<file path="config.mk">
export PLATFORM = sky130hd
export DESIGN_NAME = ip_stream_format_pipe_in_multi
export DESIGN_NICKNAME = d
export VERILOG_FILES = /design/src/rtl/ip_stream_format_pkg.sv /design/src/rtl/ip_stream_format_pipe_in_multi_hdr_buf.sv /design/src/rtl/ip_stream_format_pipe_in_multi.sv
export SDC_FILE = /design/constraint.sdc
export NUM_CORES = 1
export LEC_CHECK = 0
export CAP_MARGIN = 15
export CORE_AREA = 2 2 382 384
export CTS_BUF_LIST = sky130_fd_sc_hd__clkbuf_8
export DETAILED_ROUTE_END_ITERATION = 7
export DIE_AREA = 0 0 384 386
export PLACE_DENSITY = 0.46
export SYNTH_ARGS = -nofsm -noshare
export SYNTH_HDL_FRONTEND = slang
export SYNTH_SLANG_ARGS = --single-unit
export TNS_END_PERCENT = 20
</file>
<file path="constraint.sdc">
create_clock -name clk -period 5.69 [get_ports clk]
set_input_delay 1.138 -clock clk [delete_from_list [all_inputs] [get_ports clk]]
set_output_delay 1.138 -clock clk [all_outputs]
set_load 0.02 [all_outputs]
</file>
<file path="src/rtl/ip_stream_format_pkg.sv">
// Shared types and helpers for the receive-side IPv4 stream front-end.
// Field offsets are counted from the MSB of the beat, because byte 0 sits in the MSBs.
`timescale 1ns/1ps
package ip_stream_format_pkg;

  typedef enum logic [1:0] {
    ST_IDLE = 2'd0,
    ST_HDR  = 2'd1,
    ST_BODY = 2'd2
  } in_state_e;

  // Version occupies bits [DW-1 -: 4]; IHL occupies bits [DW-5 -: 4].
  localparam int VER_OFS = 1;
  localparam int IHL_OFS = 5;
  localparam int FIELD_W = 4;

  typedef struct packed {
    logic [31:0] ts_sec;
    logic [31:0] ts_nsec;
  } tracker_stats_struct;

  function automatic logic [15:0] lines_for(input logic [15:0] bytes, input logic [15:0] per_line);
    return (bytes + per_line - 16'd1) / per_line;
  endfunction

endpackage

</file>
<file path="src/rtl/ip_stream_format_pipe_in_multi_hdr_buf.sv">
// Small FIFO holding IPv4 header lines for the checksum engine.
// The head is read straight from storage flops, so a pushed entry appears the next cycle.
`timescale 1ns/1ps
module ip_hdr_line_buf #(
  parameter int WIDTH = 8,
  parameter int DEPTH = 2
) (
  input  logic             clk,
  input  logic             rst_n,
  input  logic             i_push,
  input  logic [WIDTH-1:0] i_data,
  input  logic             i_pop,
  output logic [WIDTH-1:0] o_data,
  output logic             o_val,
  output logic             o_empty
);

  localparam int PTR_W = (DEPTH > 1) ? $clog2(DEPTH) : 1;
  localparam int CNT_W = $clog2(DEPTH + 1);
  localparam logic [PTR_W-1:0] PTR_LAST = PTR_W'(DEPTH - 1);
  localparam logic [CNT_W-1:0] CNT_FULL = CNT_W'(DEPTH);

  logic [WIDTH-1:0] r_mem [DEPTH];
  logic [PTR_W-1:0] r_wr_ptr;
  logic [PTR_W-1:0] r_rd_ptr;
  logic [CNT_W-1:0] r_cnt;
  logic             w_push;
  logic             w_pop;

  function automatic logic [PTR_W-1:0] ptr_inc(input logic [PTR_W-1:0] p);
    return (p == PTR_LAST) ? '0 : p + 1'b1;
  endfunction

  assign w_push  = i_push & (r_cnt != CNT_FULL);
  assign w_pop   = i_pop & (r_cnt != '0);
  assign o_data  = r_mem[r_rd_ptr];
  assign o_val   = (r_cnt != '0);
  assign o_empty = (r_cnt == '0);

  // Storage, pointers and occupancy; push and pop in one cycle are both honoured.
  always_ff @(posedge clk or negedge rst_n) begin
    if (!rst_n) begin
      for (int i = 0; i < DEPTH; i++) r_mem[i] <= '0;
      r_wr_ptr <= '0;
      r_rd_ptr <= '0;
      r_cnt    <= '0;
    end else begin
      if (w_push) begin
        r_mem[r_wr_ptr] <= i_data;
        r_wr_ptr        <= ptr_inc(r_wr_ptr);
      end else begin
        r_wr_ptr <= r_wr_ptr;
      end
      if (w_pop) r_rd_ptr <= ptr_inc(r_rd_ptr);
      else       r_rd_ptr <= r_rd_ptr;
      case ({w_push, w_pop})
        2'b10:   r_cnt <= r_cnt + 1'b1;
        2'b01:   r_cnt <= r_cnt - 1'b1;
        default: r_cnt <= r_cnt;
      endcase
    end
  end

endmodule

</file>
<file path="src/rtl/ip_stream_format_pipe_in_multi.sv">
// IPv4 RX front-end: forwards every MAC beat to the data FIFO and copies the
// header lines (IHL-sized, options included) into a buffer drained by the checksum engine.
`timescale 1ns/1ps
module ip_stream_format_pipe_in_multi
  import ip_stream_format_pkg::*;
#(
  parameter int DATA_WIDTH     = 256,
  parameter int DATA_BYTES     = DATA_WIDTH / 8,
  parameter int KEEP_WIDTH     = DATA_BYTES,
  parameter int PADBYTES_WIDTH = $clog2(DATA_BYTES),
  parameter int MAX_HDR_BYTES  = 60,
  parameter int HDR_LINES      = (MAX_HDR_BYTES + DATA_BYTES - 1) / DATA_BYTES,
  parameter int CHKSUM_OFFSET  = 10,
  parameter int TS_WIDTH       = $bits(tracker_stats_struct),
  parameter int FIFO_WIDTH     = DATA_WIDTH + PADBYTES_WIDTH + 1 + TS_WIDTH
) (
  input  logic                      clk,
  input  logic                      rst_n,
  input  logic                      src_ip_format_rx_val,
  input  tracker_stats_struct       src_ip_format_rx_timestamp,
  output logic                      ip_format_src_rx_rdy,
  input  logic [DATA_WIDTH-1:0]     src_ip_format_rx_data,
  input  logic                      src_ip_format_rx_last,
  input  logic [PADBYTES_WIDTH-1:0] src_ip_format_rx_padbytes,
  output logic                      ip_chksum_cmd_val,
  output logic                      ip_chksum_cmd_enable,
  output logic [7:0]                ip_chksum_cmd_start,
  output logic [7:0]                ip_chksum_cmd_offset,
  output logic [15:0]               ip_chksum_cmd_init,
  input  logic                      ip_chksum_cmd_rdy,
  output logic [DATA_WIDTH-1:0]     ip_chksum_req_data,
  output logic [KEEP_WIDTH-1:0]     ip_chksum_req_keep,
  output logic                      ip_chksum_req_val,
  output logic                      ip_chksum_req_last,
  input  logic                      ip_chksum_req_rdy,
  output logic                      in_data_fifo_wr_req,
  output logic [FIFO_WIDTH-1:0]     in_data_fifo_wr_data,
  input  logic                      data_fifo_in_full,
  output logic                      hdr_trunc
);

  localparam int ENTRY_W = DATA_WIDTH + 1 + KEEP_WIDTH;
  localparam logic [KEEP_WIDTH-1:0] KEEP_ONES = '1;
  localparam logic [15:0] BYTES16 = 16'(DATA_BYTES);

  in_state_e           r_state;
  in_state_e           w_state_nxt;
  logic                r_run;
  logic [3:0]          r_ihl;
  logic [15:0]         r_cnt;
  logic [15:0]         w_cnt_nxt;
  logic [15:0]         w_cnt_line;
  logic [15:0]         w_hdr_len;
  logic [15:0]         w_need;
  logic [15:0]         w_rem;
  logic [3:0]          w_ver_in;
  logic [3:0]          w_ihl_in;
  logic [3:0]          w_ihl;
  logic                w_hs;
  logic                w_idle;
  logic                w_enable;
  logic                w_push;
  logic                w_final;
  logic                w_trunc;
  logic                w_buf_empty;
  logic                w_pop;
  logic [KEEP_WIDTH-1:0] w_keep_fin;
  logic [KEEP_WIDTH-1:0] w_keep;
  logic [ENTRY_W-1:0]  w_entry_in;
  logic [ENTRY_W-1:0]  w_entry_out;

  assign w_idle   = (r_state == ST_IDLE);
  assign w_ver_in = src_ip_format_rx_data[DATA_WIDTH-VER_OFS -: FIELD_W];
  assign w_ihl_in = src_ip_format_rx_data[DATA_WIDTH-IHL_OFS -: FIELD_W];
  assign w_enable = (w_ver_in == 4'd4) && (w_ihl_in >= 4'd5);

  // r_run keeps rdy low while in reset and for the first cycle out of it.
  assign ip_format_src_rx_rdy = r_run & ~data_fifo_in_full &
                                (~w_idle | (ip_chksum_cmd_rdy & w_buf_empty));
  assign w_hs = src_ip_format_rx_val & ip_format_src_rx_rdy;

  // In IDLE the header geometry comes from the live beat, afterwards from the latched IHL.
  assign w_ihl      = w_idle ? w_ihl_in : r_ihl;
  assign w_hdr_len  = {10'd0, w_ihl, 2'b00};
  assign w_need     = lines_for(w_hdr_len, BYTES16);
  assign w_rem      = w_hdr_len % BYTES16;
  assign w_keep_fin = (w_rem == 16'd0) ? KEEP_ONES : (KEEP_ONES << (BYTES16 - w_rem));

  assign w_cnt_line = w_idle ? 16'd1 : (r_cnt + 16'd1);
  assign w_push     = w_hs & ((w_idle & w_enable) | (r_state == ST_HDR));
  assign w_final    = (w_cnt_line == w_need);
  assign w_trunc    = w_push & src_ip_format_rx_last & (w_cnt_line < w_need);
  assign w_keep     = w_trunc ? (KEEP_ONES << src_ip_format_rx_padbytes) :
                      (w_final ? w_keep_fin : KEEP_ONES);
  assign w_entry_in = {src_ip_format_rx_data, w_final | w_trunc, w_keep};

  assign ip_chksum_cmd_val    = w_hs & w_idle;
  assign ip_chksum_cmd_enable = ip_chksum_cmd_val & w_enable;
  assign ip_chksum_cmd_start  = 8'd0;
  assign ip_chksum_cmd_offset = 8'(CHKSUM_OFFSET);
  assign ip_chksum_cmd_init   = 16'd0;
  assign hdr_trunc            = w_trunc;

  assign in_data_fifo_wr_req  = w_hs;
  assign in_data_fifo_wr_data = {src_ip_format_rx_data, src_ip_format_rx_padbytes,
                                 src_ip_format_rx_last, src_ip_format_rx_timestamp};

  assign w_pop = ip_chksum_req_val & ip_chksum_req_rdy;
  assign {ip_chksum_req_data, ip_chksum_req_last, ip_chksum_req_keep} = w_entry_out;

  ip_hdr_line_buf #(
    .WIDTH (ENTRY_W),
    .DEPTH (HDR_LINES)
  ) u_hdr_buf (
    .clk     (clk),
    .rst_n   (rst_n),
    .i_push  (w_push),
    .i_data  (w_entry_in),
    .i_pop   (w_pop),
    .o_data  (w_entry_out),
    .o_val   (ip_chksum_req_val),
    .o_empty (w_buf_empty)
  );

  // Next-state and header line count for the IDLE -> HDR -> BODY walk.
  always_comb begin
    w_state_nxt = r_state;
    w_cnt_nxt   = r_cnt;
    case (r_state)
      ST_IDLE: begin
        if (w_hs) begin
          w_cnt_nxt = w_enable ? 16'd1 : 16'd0;
          if (src_ip_format_rx_last)                w_state_nxt = ST_IDLE;
          else if (w_enable && (w_need > 16'd1))    w_state_nxt = ST_HDR;
          else                                      w_state_nxt = ST_BODY;
        end else begin
          w_state_nxt = ST_IDLE;
        end
      end
      ST_HDR: begin
        if (w_hs) begin
          w_cnt_nxt = w_cnt_line;
          if (src_ip_format_rx_last) w_state_nxt = ST_IDLE;
          else if (w_final)          w_state_nxt = ST_BODY;
          else                       w_state_nxt = ST_HDR;
        end else begin
          w_state_nxt = ST_HDR;
        end
      end
      ST_BODY: begin
        if (w_hs && src_ip_format_rx_last) w_state_nxt = ST_IDLE;
        else                               w_state_nxt = ST_BODY;
      end
      default: begin
        w_state_nxt = ST_IDLE;
        w_cnt_nxt   = 16'd0;
      end
    endcase
  end

  // Input state, line count and the IHL latched from the first beat.
  always_ff @(posedge clk or negedge rst_n) begin
    if (!rst_n) begin
      r_state <= ST_IDLE;
      r_cnt   <= 16'd0;
      r_ihl   <= 4'd0;
      r_run   <= 1'b0;
    end else begin
      r_state <= w_state_nxt;
      r_cnt   <= w_cnt_nxt;
      r_run   <= 1'b1;
      if (w_hs && w_idle) r_ihl <= w_ihl_in;
      else                r_ihl <= r_ihl;
    end
  end

endmodule

</file>
Yosys cells after proc, flatten, opt, wreduce, memory -nomap -nowiden
Cells that the tools add are included.
Word-level totals
  register bits after elaboration: 605
  word-level logic and storage cells: 92
  input bits: 332
Operators by class
  muxes and demuxes: 26
  shift-type cells: 2
  reduce and logical (&&, ||, !) cells: 11
  $add $sub $neg: 8
  equality and inequality tests: 9
  bitwise gates (word level): 21
  order comparisons: 6
Operators with widths (count)
  $mux W289: 4
  $bwmux W578: 1
  $demux W289 S1: 1
  $mux W32: 3
  $mux W16: 3
  $pmux W16 S3: 1
  $shl A32 B16 Y32 const A: 1
  $shl A32 B5 Y32 const A: 1
  $add A16 B1 Y16 const B: 1
  $eq A16 B11 Y1: 1
  $logic_not A16 Y1: 1
  $lt A16 B11 Y1: 1
  $mux W2: 7
  $and A1 B1 Y1: 13
  $gt A11 B1 Y1 const B: 1
  $sub A7 B1 Y8 const B: 1
  $add A6 B6 Y7 const B: 1
  $sub A6 B5 Y7 const A: 1
  $ne A2 B2 Y1 const B: 3
  $pmux W2 S3: 1
  $logic_and A1 B1 Y1: 5
  $eq A2 B1 Y1 const B: 2
  $eq A2 B2 Y1 const B: 2
  $eq A4 B3 Y1 const B: 1
  other kinds (15): 26

Logic depth before layout (Yosys ltp)
  word-level depth: 10
  gate-level depth with buffers: 14
  depth with buffers taken out: 11

Cells and area by module
A second synthesis with hierarchy kept.
Unflattened totals
  cells, all modules: 2228
  area total of the unflattened synthesis: 32142.1 um2
Modules (own cells, without submodules)
  ip_hdr_line_buf: times used 1, seq. area each 14564.0 um2, area an instance 27149.8 um2, cells each 1559
  ip_stream_format_pipe_in_multi: times used 1, seq. area each 575.6 um2, area an instance 4992.3 um2, cells each 669

Least setup slack after synthesis
OpenSTA, ideal clock, no wires.
  path type: input to output
  from: in ip_chksum_cmd_rdy
  to: out ip_chksum_cmd_enable
  setup slack: 1569 ps
  stages: 6
  arrival time: 2983 ps
  required time: 4552 ps
  cells stage by stage: or3b_2 > a21oi_1 > nand2_1 > inv_1 > nand2_1 > nor2_1
On the way
  cells in the longest elaborated chain, start to end: 6
Ends and longest elaborated chain
  start, declared: RTL line ip_stream_format_pipe_in_multi.sv:30  | input logic ip_chksum_cmd_rdy,
  $and A1 B1 Y1: RTL line ip_stream_format_pipe_in_multi.sv:79  | (~w_idle | (ip_chksum_cmd_rdy & w_buf_empty));
  $or A1 B1 Y1: RTL line ip_stream_format_pipe_in_multi.sv:79
  $and A1 B1 Y1: RTL line ip_stream_format_pipe_in_multi.sv:78  | assign ip_format_src_rx_rdy = r_run & ~data_fifo_in_full &
  net ip_format_src_rx_rdy: RTL line ip_stream_format_pipe_in_multi.sv:21  | output logic ip_format_src_rx_rdy,
  $and A1 B1 Y1: RTL line ip_stream_format_pipe_in_multi.sv:80  | assign w_hs = src_ip_format_rx_val & ip_format_src_rx_rdy;
  net in_data_fifo_wr_req: RTL line ip_stream_format_pipe_in_multi.sv:36  | output logic in_data_fifo_wr_req,
  $and A1 B1 Y1: RTL line ip_stream_format_pipe_in_multi.sv:97  | assign ip_chksum_cmd_val = w_hs & w_idle;
  $and A1 B1 Y1: RTL line ip_stream_format_pipe_in_multi.sv:98  | assign ip_chksum_cmd_enable = ip_chksum_cmd_val & w_enable;
  end, declared: RTL line ip_stream_format_pipe_in_multi.sv:26  | output logic ip_chksum_cmd_enable,
The timed path passes the listed nets, and every way through them passes these cells.

Worst setup path after layout
  from: reg r_cnt[0]
  to: out hdr_trunc
On the way
  cells in the longest elaborated chain, start to end: 4
Ends and longest elaborated chain
  start, declared: RTL line ip_stream_format_pipe_in_multi.sv:50  | logic [15:0] r_cnt;
  start signal, assigned: RTL line ip_stream_format_pipe_in_multi.sv:170  | r_cnt <= w_cnt_nxt;
  $add A16 B1 Y16: RTL line ip_stream_format_pipe_in_multi.sv:89  | assign w_cnt_line = w_idle ? 16'd1 : (r_cnt + 16'd1);
  $mux W16: RTL line ip_stream_format_pipe_in_multi.sv:89
  $lt A16 B11 Y1: RTL line ip_stream_format_pipe_in_multi.sv:92  | assign w_trunc = w_push & src_ip_format_rx_last & (w_cnt_line < w_need);
  $and A1 B1 Y1: RTL line ip_stream_format_pipe_in_multi.sv:92
  end, declared: RTL line ip_stream_format_pipe_in_multi.sv:39  | output logic hdr_trunc
No other way between the ends.

==> out/metrics.yaml <==
outcome: "finished, final reports clean"
worstReg2RegStart: "r_state[0]"
final-max-slew-violation-count: 0
grt_pass1_vias: 24019
synth_cells: 3356
syn_avg_cell_area_um2: 8.92
wl_met3_um: 10300
cp.arrival_ps: 4130
ff2ff_setup_slack_ps: 2100
via_count: 24005
netlist_area_um2: 29900
powerDensity_nw_per_um2: 538
cts_tree: "built"
synth_top_cell_by_area: "dfrtp_1"
avgRoutedWirePerCell_um: 19.5
drtAntennaViolNets: 0
syn_to_final_growth_pct: 35.5
top_layer: "met5"
worst_slew_pin_slew_ps: 1030
cap_violations: 0
hold_viol: 0
routed_via_density: 4.08
dr_wl_met2_um: 53600
synth_top_area_frac: 0.506
vdd_drop_max_mv: 0.248
worstPathMaxFanout: 19
leakagePower_nw: 19.7
worstSetupStartpoint: "r_cnt[0]"
row_count: 140
synth_edf_count: 0
clk_path_buf_depth: 3
ys.flop_type: "dfrtp_1"
fin_setup_tns_ps: 0
route.detailed.drc: 0
drt_wl_total_um: 115000
grt_use_total: 0.149
endpoint: "hdr_trunc"
maxSlewHeadroom: 0.317
place_inst: 5654
start_util: 0.207
ys_ff_latch: 605
period_share: 0.926
hpwl_um: 81400
drt_first_iter_violations: 1139
ios: 985
finalNetCount: 4193
port_buffers: 824
hold_buffers: 0
gp_congestion: 0.786
htreeDepth: 3
worstSetupPathType: "reg2out"
rsz0062_at_grt: "false"
drive_gt1_frac: 0.141
r2r_end: "u_hdr_buf.r_mem[311]"
ff2ff_path_depth: 12
yosysUniqueCellTypes: 57
synth.area.top_cells: "dfrtp_1 (51%), nand2_1 (20%), mux2_2 (11%)"
antenna_found_initial: 38
first_pass_iters: 5
fin_skew_ps: 42.6
fillers: 15399
final_cells: 5880
worstPathRequired_ps: 4550
core_area_um2: 145000
synth-async-reset-ratio: 1.00
worst_setup_path_start_kind: "flip-flop"
cts_num_sinks: 605
synth_warnings: 0
clock_latency_ps: 830
dieWidth_um: 384
wl_met1_um: 47300
ys_seq_area_frac: 0.506
overflow: 0
fin_crit_ps: 5270
root_buffer: "clkbuf_8"
cts_made_buffers: 116
critPathCaptureType: "primary output"
dieArea_um2: 148000
clk_pin_slew_ps: 60
hold_class: "in2async"
grt_max_degree: 119
grt_pass1_wl_um: 165000
setup_viol: 0
max_freq_ghz: 0.190
die_height_um: 386
-- flip-flops by register name, summed over array words and instances, names as in the netlist --
name and flops:
u_hdr_buf.r_rd_ptr 1, u_hdr_buf.r_cnt 2, r_ihl 4, u_hdr_buf.r_wr_ptr 1, r_cnt 16, u_hdr_buf.r_mem 578, r_run 1, r_state 2
-- through the flow --
step / setup WS [ps] / hold slack (ps) / instance area (µm²) / power [mW] / util
2_1_floorplan: 1570 / 440 / 30100 / 12.8 / -
3_3_place_gp: 551 / 452 / 38000 / 17.2 / 0.263
3_5_place_dp: 590 / 456 / 38000 / 17.3 / 0.263
4_1_cts: 111 / 289 / 40500 / 22.2 / 0.280
5_1_grt: 85.3 / 324 / 40500 / 23.3 / 0.281
6_report: 422 / 365 / 40600 / 21.8 / 0.281
-- synth_stat cells (2+ instances only) --
master / number
a211o_1: 2
a21o_1: 9
a21oi_1: 14
a22o_1: 2
a22oi_1: 2
a31oi_1: 57
and2_1: 6
and3_1: 8
buf_2: 70
buf_4: 358
buf_6: 2
clkbuf_1: 107
conb_1: 2
dfrtp_1: 605
ha_1: 6
inv_1: 8
mux2_2: 293
mux2i_1: 5
nand2_1: 1564
nand2b_1: 5
nand3_1: 13
nand4_1: 7
nor2_1: 82
nor2b_1: 2
nor3_1: 12
nor3b_1: 3
nor4_1: 5
o21a_1: 4
o21ai_0: 36
o21ai_1: 2
o21bai_1: 3
o22ai_1: 2
o31ai_1: 8
o32a_1: 16
or2_2: 5
or3_1: 3
xnor2_1: 5
xor2_1: 4
-- how the worst min path moves through the flow --
stage | startpoint | end | slack [ps] | cells past startpoint
5_1_grt | rst_n | u_hdr_buf.r_mem[422] | 320 | 1
4_1_cts | rst_n | u_hdr_buf.r_mem[423] | 290 | 1
6_report | rst_n | u_hdr_buf.r_mem[423] | 360 | 1
3_5_place_dp | u_hdr_buf.r_mem[78] | u_hdr_buf.r_mem[78] | 460 | 2
3_3_place_gp | u_hdr_buf.r_mem[117] | u_hdr_buf.r_mem[117] | 450 | 2
2_1_floorplan | u_hdr_buf.r_mem[100] | u_hdr_buf.r_mem[100] | 440 | 2
-- power by group --
part           internal [mW]  leakage [nW]  switching, mW  total [mW]
clock network           2.61          1.47           2.08        4.69
registers               6.15          8.04           1.04        7.20
logic                   4.62          10.2           5.30        9.93
-- cells by family (layout without fill, tap and decap cells) --
group | after synthesis | after routing | share of synthesized area
mux | 299 | 299 | 0.112
fa+ha+maj | 6 | 6 | 0.00251
buf+inv | 545 | 1113 | 0.117
flops | 605 | 605 | 0.506
simple gates | 1726 | 1726 | 0.224
compound gates | 164 | 164 | 0.0362
other cells | 2 | 41 | 0.000251
xor+xnor | 9 | 9 | 0.00263
-- critical path: stages, from the launching register on --
cell and delay, ps:
dfrtp_1 510, ha_1 320, nand3_1 260, nor3_2 360
xor2_1 110, a2111o_1 450, o21a_1 460, nor2_1 230
clkdlybuf4s50_1 630
-- what timing repair did --
item,in CTS,in global routing
setup endpoints to repair,0,1
gates resized for setup,0,1
setup buffers,0,0
-- layout make-up --
type | count | area [µm²] | share of cell area
flip-flops and latches | 605 | 15100 | 0.373
multi-input cells | 2237 | 11400 | 0.282
repair buffers | 887 | 8950 | 0.221
well taps | 1917 | 2400 | 0.0591
clock buffers | 156 | 2150 | 0.0529
clock inverters | 62 | 418 | 0.0103
inverters | 8 | 30.0 | 0.000740
diodes | 8 | 20.0 | 0.000494
-- layer usage --
metal	GRT usage	up-vias
met5	0	-
met4	0.0452	2
met3	0.0581	229
met2	0.242	853
met1	0.181	11556
li1	-	11365
-- layout by cell type, fill, tap and decap left out, drive strengths merged, types with 3 or more instances in the layout --
| cell type | synthesis | layout |
|---|---|---|
| nor2 | 82 | 82 |
| and3 | 9 | 9 |
| nand4 | 8 | 8 |
| mux2 | 294 | 294 |
| nor4 | 5 | 5 |
| a21oi | 14 | 14 |
| nand2 | 1564 | 1564 |
| mux2i | 5 | 5 |
| o21a | 4 | 4 |
| xnor2 | 5 | 5 |
| and2 | 6 | 6 |
| bufinv | 0 | 3 |
| o21ai | 38 | 38 |
| a31oi | 57 | 57 |
| o21bai | 3 | 3 |
| buf | 430 | 64 |
| or2 | 5 | 5 |
| dfrtp | 605 | 605 |
| inv | 8 | 51 |
| nor3b | 3 | 3 |
| conb | 2 | 33 |
| nand3 | 13 | 13 |
| or3 | 3 | 3 |
| xor2 | 4 | 4 |
| a21o | 9 | 9 |
| clkdlybuf4s50 | 0 | 823 |
| clkbuf | 107 | 156 |
| ha | 6 | 6 |
| clkinv | 0 | 14 |
| nor3 | 13 | 13 |
| nand2b | 5 | 5 |
| o32a | 16 | 16 |
| o31ai | 8 | 8 |
| diode | 0 | 8 |
Note: power is estimated with default switching activity, not from simulation.
